### config.mk
export PLATFORM = sky130hd
export DESIGN_NAME = network_run_scheduler_flat
export DESIGN_NICKNAME = d
export VERILOG_FILES = /design/src/rtl/network_run_scheduler_if.sv /design/src/rtl/network_run_scheduler.sv /design/src/flat_wrapper.sv
export SDC_FILE = /design/constraint.sdc
export NUM_CORES = 1
export LEC_CHECK = 0
export BUFFER_PORTS_ARGS = -buffer_cell sky130_fd_sc_hd__buf_4
export CORE_UTILIZATION = 55
export CTS_BUF_LIST = sky130_fd_sc_hd__clkbuf_16
export DETAILED_ROUTE_END_ITERATION = 10
export PLACE_DENSITY = 0.79
export REMOVE_ABC_BUFFERS = 1
export SLEW_MARGIN = 5
export SYNTH_ARGS = -nofsm -noshare
export SYNTH_HDL_FRONTEND = slang
export SYNTH_SLANG_ARGS = --single-unit
### constraint.sdc
create_clock -name clk -period 2.12 [get_ports clk]
set_input_delay 0.212 -clock clk [delete_from_list [all_inputs] [get_ports clk]]
set_output_delay 0.212 -clock clk [all_outputs]
set_load 0.02 [all_outputs]
### src/rtl/network_run_scheduler_if.sv
// network_run_scheduler_if: command handshake and network control bundle
interface network_run_scheduler_if #(
  parameter int RUN_WIDTH = 16,
  parameter int STEP_WIDTH = 32
);
  logic cmd_valid;
  logic cmd_ready;
  logic [1:0] cmd_op;
  logic [RUN_WIDTH-1:0] cmd_arg;
  logic out_ready;
  logic net_en;
  logic net_arstn;
  logic net_sync;
  logic busy;
  logic [STEP_WIDTH-1:0] step_count;
  modport master (
    output cmd_valid, cmd_op, cmd_arg, out_ready,
    input cmd_ready, net_en, net_arstn, net_sync, busy, step_count
  );
  modport slave (
    input cmd_valid, cmd_op, cmd_arg, out_ready,
    output cmd_ready, net_en, net_arstn, net_sync, busy, step_count
  );
endinterface

### src/rtl/network_run_scheduler.sv
// network_run_scheduler: back-pressure-aware timestep sequencer for the spiking network core
module network_run_scheduler #(
  parameter int RUN_WIDTH = 16,
  parameter int CLR_CYCLES = 2,
  parameter int STEP_WIDTH = 32
) (
  input logic clk,
  input logic arst,
  network_run_scheduler_if.slave bus
);
  localparam logic [1:0] st_idle = 2'd0, st_run = 2'd1, st_clr = 2'd2, st_sync = 2'd3;
  localparam logic [1:0] op_run = 2'd1, op_clr = 2'd2, op_sync = 2'd3;
  logic [1:0] state;
  logic [RUN_WIDTH-1:0] remaining;
  logic [7:0] clr_cnt;
  logic [STEP_WIDTH-1:0] step_count;
  logic net_arstn;
  logic accept;
  // IDLE reads as ready while reset is held; out_ready is the only combinational input to net_en
  always_comb begin
    bus.cmd_ready = state == st_idle && (net_arstn || arst);
    bus.net_en = state == st_run && bus.out_ready;
    bus.net_sync = state == st_sync;
    bus.busy = state != st_idle;
    bus.net_arstn = net_arstn;
    bus.step_count = step_count;
    accept = bus.cmd_valid && bus.cmd_ready;
  end
  // command sequencing, run countdown with stall, clear pulse and step counter
  always_ff @(posedge clk or posedge arst)
    if (arst) begin
      state <= st_idle;
      remaining <= '0;
      clr_cnt <= '0;
      step_count <= '0;
      net_arstn <= 1'b0;
    end else
      case (state)
        st_idle: begin
          net_arstn <= 1'b1;
          if (accept && bus.cmd_op == op_run && bus.cmd_arg != '0) begin
            remaining <= bus.cmd_arg;
            state <= st_run;
          end
          if (accept && bus.cmd_op == op_clr) begin
            clr_cnt <= 8'(CLR_CYCLES);
            net_arstn <= 1'b0;
            state <= st_clr;
          end
          if (accept && bus.cmd_op == op_sync) state <= st_sync;
        end
        st_run:
          if (bus.net_en) begin
            remaining <= remaining - 1'b1;
            step_count <= step_count + 1'b1;
            state <= remaining == RUN_WIDTH'(1) ? st_idle : st_run;
          end
        st_clr: begin
          clr_cnt <= clr_cnt - 8'd1;
          if (clr_cnt == 8'd1) begin
            net_arstn <= 1'b1;
            step_count <= '0;
            state <= st_idle;
          end
        end
        default: state <= st_idle;
      endcase
endmodule

### src/flat_wrapper.sv
// flat-port wrapper written by rule: the top's interface ports become plain ports
module network_run_scheduler_flat 
#(
  parameter int RUN_WIDTH = 16,
  parameter int CLR_CYCLES = 2,
  parameter int STEP_WIDTH = 32
)
  (clk, arst, bus_cmd_valid, bus_cmd_op, bus_cmd_arg, bus_out_ready, bus_cmd_ready, bus_net_en, bus_net_arstn, bus_net_sync, bus_busy, bus_step_count);
  network_run_scheduler_if #(.RUN_WIDTH(RUN_WIDTH), .STEP_WIDTH(STEP_WIDTH)) bus_i ();
  input logic clk;
  input logic arst;
  input wire logic [$bits(bus_i.cmd_valid)-1:0] bus_cmd_valid;
  input wire logic [$bits(bus_i.cmd_op)-1:0] bus_cmd_op;
  input wire logic [$bits(bus_i.cmd_arg)-1:0] bus_cmd_arg;
  input wire logic [$bits(bus_i.out_ready)-1:0] bus_out_ready;
  output wire logic [$bits(bus_i.cmd_ready)-1:0] bus_cmd_ready;
  output wire logic [$bits(bus_i.net_en)-1:0] bus_net_en;
  output wire logic [$bits(bus_i.net_arstn)-1:0] bus_net_arstn;
  output wire logic [$bits(bus_i.net_sync)-1:0] bus_net_sync;
  output wire logic [$bits(bus_i.busy)-1:0] bus_busy;
  output wire logic [$bits(bus_i.step_count)-1:0] bus_step_count;
  assign bus_i.cmd_valid = bus_cmd_valid;
  assign bus_i.cmd_op = bus_cmd_op;
  assign bus_i.cmd_arg = bus_cmd_arg;
  assign bus_i.out_ready = bus_out_ready;
  assign bus_cmd_ready = bus_i.cmd_ready;
  assign bus_net_en = bus_i.net_en;
  assign bus_net_arstn = bus_i.net_arstn;
  assign bus_net_sync = bus_i.net_sync;
  assign bus_busy = bus_i.busy;
  assign bus_step_count = bus_i.step_count;
  network_run_scheduler #(.RUN_WIDTH(RUN_WIDTH), .CLR_CYCLES(CLR_CYCLES), .STEP_WIDTH(STEP_WIDTH)) u_core (.clk(clk), .arst(arst), .bus(bus_i));
endmodule
Word-level counts from Yosys, hierarchy flattened --
Index checks and enable logic that the tools add are counted.
Operators by class: div/mod/pow operators 0, reduce and logical (&&, ||, !) cells 19, $add $sub $neg 3, eq/ne operators 13, muxes and demuxes 18, bitwise operators 0, $mul 0, $lt $le $gt $ge 0, shifts and indexed selects 0
Operators by type and width (number):
- $mux 32 | 2
- $pmux 32 s2 | 1
- $add 32x1->32 const B | 1
- $mux 16 | 2
- $pmux 16 s2 | 1
- $eq 16x1->1 const B | 1
- $pmux 8 s2 | 1
- $reduce_bool 16->1 | 1
- $sub 16x1->16 const B | 1
- $mux 2 | 5
- $reduce_and 3->1 | 3
- $eq 2x2->1 const B | 4
- $eq 8x1->1 const B | 1
- $mux 8 | 1
- $reduce_bool 2->1 | 4
- $sub 8x1->8 const B | 1
- $logic_and 1x1->1 | 7
- $ne 2x2->1 const B | 3
- $pmux 2 s3 | 1
- $eq 2x1->1 const B | 2
- $ne 4x4->1 const B | 1
- $reduce_and 2->1 | 2
- $mux 1 | 3
- $logic_not 2->1 | 1
- 3 further kinds | 3
Storage, ports and cells: memory bits (read-only) 0, output and inout port bits 37, input port bits 22, register bits 59, memories 0, logic and storage cells 58, memory bits (writable) 0, latch bits 0

Logic depth before layout (Yosys ltp) --
depth after elaboration 9, mapped depth 8, depth with buffers taken out 7

Least setup slack after synthesis --
No wires, ideal clock.
kind register to register, from register u_core.state[0], to register u_core.remaining[14], required time 1997 ps, clock period less this slack 1909 ps, arrival time 1786 ps, path buffers 2, setup slack 211 ps, library setup time 123 ps, cell stages (with the launch flop) 7, cell sequence dfrtp_1 -> or2_4 -> or3_4 -> buf_6 -> or2_0 -> buf_6 -> o221a_1
Between the ends: word-level cells in the longest chain between the ends 7, elaborated cells between the ends (all ways) 12, classes of those cells 3 x eq/ne; 1 x mux; 8 x reduce/logical
Ends and longest elaborated chain:
- start: declaration | line network_run_scheduler.sv:13 | logic [1:0] state;
- start signal: assignment | line network_run_scheduler.sv:32 | state <= st_idle;
- start signal: assignment | line network_run_scheduler.sv:43 | state <= st_run;
- start signal: assignment | line network_run_scheduler.sv:48 | state <= st_clr;
- $logic_not 2->1 | line network_run_scheduler.sv:21, network_run_scheduler.sv:38
- $logic_and 1x1->1 | line network_run_scheduler.sv:21 | bus.cmd_ready = state == st_idle && (net_arstn || arst);
- $logic_and 1x1->1 | line network_run_scheduler.sv:27 | accept = bus.cmd_valid && bus.cmd_ready;
- $logic_and 1x1->1 (2 in a row) | line network_run_scheduler.sv:41 | if (accept && bus.cmd_op == op_run && bus.cmd_arg != '0) begin
- $ne 2x2->1 (no source line)
- $reduce_and 3->1 (no source line)
- end signal: assignment | line network_run_scheduler.sv:42 | remaining <= bus.cmd_arg;
- end signal: assignment | line network_run_scheduler.sv:54 | remaining <= remaining - 1'b1;
- end: declaration | line network_run_scheduler.sv:14 | logic [RUN_WIDTH-1:0] remaining;
Parallel ways exist; a longest one is shown, timed or not. A chain may end at the register's enable or synchronous reset.

Worst setup path after layout --
from register u_core.state[0], to register u_core.remaining[6]
Same word-level chain as after synthesis.

==> results.md <==
- Status: finished clean
- Post-Synthesis Cells: 363
- Die H: 80.5 um
- Max-cap check violation count: 0
- Critical path data required time: 2310 ps
- Critical path arrival: 2210 ps
- H-tree lvl count: 3
- Final setup fails: 0
- Area of the multi-input gates: 0.00179 mm^2
- Post-synthesis simple-gate area fraction: 27.9%
- Crit path max-delay family: compound AO/OA/AOI/OAI gates
- Fin nets: 460
- Clock Skews: 5.54 ps
- Largest family of logic cells by synthesized area: simple AND/OR/NAND/NOR gates
- Kind of critical path: register to register
- Pwr Total: 4.61 mW
- Complex-gate fraction of the synthesized area: 15.6%
- Average size of a mapped cell: 9.33 um^2
- Setup Buffers After CTS: 0
- Routed WL: 8140 um
- DP HPWL: 5760 um
- Fin. Hold Viols: 0
- Final Cycle Share: 95.2%
- Synth Register Bits: 59
- # diodes: 0
- Library cells used by synthesis: 64
- Drt wl/cell: 15.9 um
- Number of port buffers: 58
- Chip width: 80.5 um
- Post-synth EDFFs: 0
- Synth-to-Final Area Change: 24.8%
- Total GRT Usage: 27.5%
- RSZ-0062 raised after global routing: true
- DR vias: 3090
- First-pass GRT wire length: 13600 um
- Ys Warns: 0
- Core area: 0.00592 mm^2
- Reg2Reg Setup Slack: 100 ps
- Top sig layer: met4
- Max VDD drop: 0.815 mV
- Min cycle time layout: 2020 ps
- Post-Synth XOR/XNOR Area: 6.72%
- CTS Buffer Depth: 2
- Vias in the first global route: 2959
- DR WL met2: 3930 um
- Antenna violations before repair: 0
- Finished Core Util: 71.4%
- Layout cells sized above 1: 25.2%
- TritonCTS clock tree: built
- Hold_ws: 163 ps
- Met3 wire length: 420 um
- Largest net degree at the start of global routing: 60
- Worst-Skew Late Latency: 320 ps
- Post-route setup slack: 101 ps
- Gpl congestion: 0.814
- Reg area: 0.00148 mm^2
- Synthesized area: 0.00339 mm^2
- HP Class: input pin to register
- GRT overflow: 0
- Drt drc: 0
- Critical Path Fanout Max: 15
- PD cells: 1090 mW/mm^2
- Slowest CP cell: dfrtp_1
- Post-synthesis adder-cell area fraction: 1.85%
- Initial DRT Pass Iterations: 4
- Dpl ws: 125 ps
- Worst slew margin: 56.6%
- Ports: 59
- Max Slew Vio Count: 0
- Initial core utilization: 57.2%
- Post-synthesis sequential area ratio: 43.6%
- Asr flop ratio synth: 100%
- Critical Path Max Stage Delay: 450 ps
- Vias per cell: 6.04
- Root buf cell: clkbuf_16
- Worst path buffer plus inverter count: 0
- CP Launch Type: register
- Die area: 0.00648 mm^2
- Post-synthesis mux area share: 0.296%
- Post-route ant nets: 0
- Fmax: 495 MHz
- Worst slew pin tran: 650 ps
- Worst-path clk slew: 50 ps
- Post-synth top flop: dfrtp_1
- Row cnt: 28
- Starting DRT DRC Count: 266
- Num CTS Buffers: 9
- Met1 wire length: 3690 um
- CTS Sinks: 59
- Placed cell count: 496
- Fin cells: 512
- Static Leak: 1.90 nW
- Crit-path cells: or2_4 > or3_4 > o21a_1 > o21ai_0 > o221ai_1
- Setup crit end kind: register
- Fill count: 428
-- worst min-delay path: stages --
cell and delay (ps):
buf_4 80, a21oi_1 50, o21ai_1 100
-- final timing paths --
kind,from,end,cells past startpoint
max in group asynchronous,arst,u_core.bus.step_count[8],4
worst max register to register,u_core.state[0],u_core.remaining[6],5
worst max-delay path,u_core.state[0],u_core.remaining[6],5
worst min-delay path,bus_cmd_arg[5],u_core.remaining[5],3
min in group asynchronous,arst,u_core.remaining[0],4
worst min register to register,u_core.remaining[12],u_core.remaining[12],1
-- stage by stage --
stage | area [um^2] | setup TNS [ps]
global route | 4230 | -1.13
detailed placement | 3950 | 0
CTS | 4210 | 0
global placement | 3950 | 0
floorplan | 3290 | -3020
finish | 4230 | 0
-- flip-flops by register name, summed over array words and instances, names as in the netlist --
register and flops:
u_core.state 2, u_core.bus.step_count 32, u_core.bus.net_arstn 1, u_core.remaining 16
u_core.clr_cnt 8
-- logic make-up after synthesis --
| kind of cell | Yosys count |
|---|---|
| buffers and inverters | 26 |
| XOR/XNOR | 26 |
| adder cells (fa/ha/maj) | 5 |
| multiplexers | 1 |
| flip-flops | 59 |
| AND/OR/NAND/NOR | 167 |
| AO/OA/AOI/OAI | 79 |
-- cells in the mapped netlist, types with 2 or more instances --
library cell	count	share of area [%]
dfrtp_1	59	44
nor2_1	49	5.4
nand2_1	23	2.5
nand3_1	21	3.1
o21ai_0	19	2.8
xnor2_1	19	4.9
a21oi_1	18	2.7
nor4_1	14	2.6
inv_1	10	1.1
nand4_1	9	1.7
nor3_1	9	1.3
and4_1	7	1.8
o21ai_1	7	1.0
xor2_1	7	1.8
buf_2	6	0.89
nor4_2	6	2.2
ha_1	5	1.8
o21a_1	5	1.1
and3_1	4	0.74
clkbuf_1	4	0.44
or3_1	4	0.74
a22oi_1	3	0.66
and2_1	3	0.55
buf_6	3	1.0
o311ai_0	3	0.78
a211oi_1	2	0.44
a31o_2	2	0.52
a31oi_1	2	0.37
buf_4	2	0.44
o221ai_1	2	0.52
o2bb2ai_1	2	0.52
o41ai_1	2	0.52
-- power breakdown --
group,leakage [nW],switching [mW],total [mW],internal (mW)
sequential,0.766,0.337,1.75,1.41
combinational,0.999,0.939,1.62,0.680
clock,0.135,0.473,1.24,0.762
total,1.90,1.75,4.61,2.86
-- routing by layer --
layer / up-vias / track usage, %
li1: 1483 / -
met1: 1501 / 36.1
met2: 95 / 44.6
met3: 11 / 4.89
met4: 0 / 11.3
met5: - / 0
-- cell type report --
type / count / area share (%)
Clock buffer: 9 / 5.33
Clock inverter: 6 / 0.622
Inverter: 11 / 0.977
Multi-Input combinational cell: 278 / 42.4
Sequential cell: 59 / 34.9
Tap cell: 75 / 2.22
Timing Repair Buffer: 74 / 13.5
-- layout by cell type, fill, tap and decap left out, types with 2 or more instances in the layout --
master      n
inv_2       2
clkinv_2    3
nand4_1     9
nor3_1      9
inv_1      11
and2_1      3
o311ai_0    3
and3_1      4
o21ai_0    19
o2bb2ai_1   2
dfrtp_1    59
a31oi_1     2
nand3_1    20
and4_1      7
nor4_1     14
a22oi_1     3
clkbuf_16   9
buf_4      72
a21oi_1    18
o21a_1      5
o221ai_1    2
nor4_4      2
nand3_2     2
a211oi_1    2
o21ai_1     7
nor2_1     48
nand2_1    23
nor4_2      5
xnor2_1    19
xor2_1      7
ha_1        5
a31o_2      2
or3_1       4
o41ai_1     2
-- repair_timing --
| item | CTS | global route |
|---|---|---|
| hold buffers | 1 | 0 |
| gates resized for setup | 0 | 2 |
| endpoints found under the hold margin | 59 | 0 |
| endpoints found under the setup margin | 0 | 2 |
Note: power is estimated with default switching activity, not from simulation.
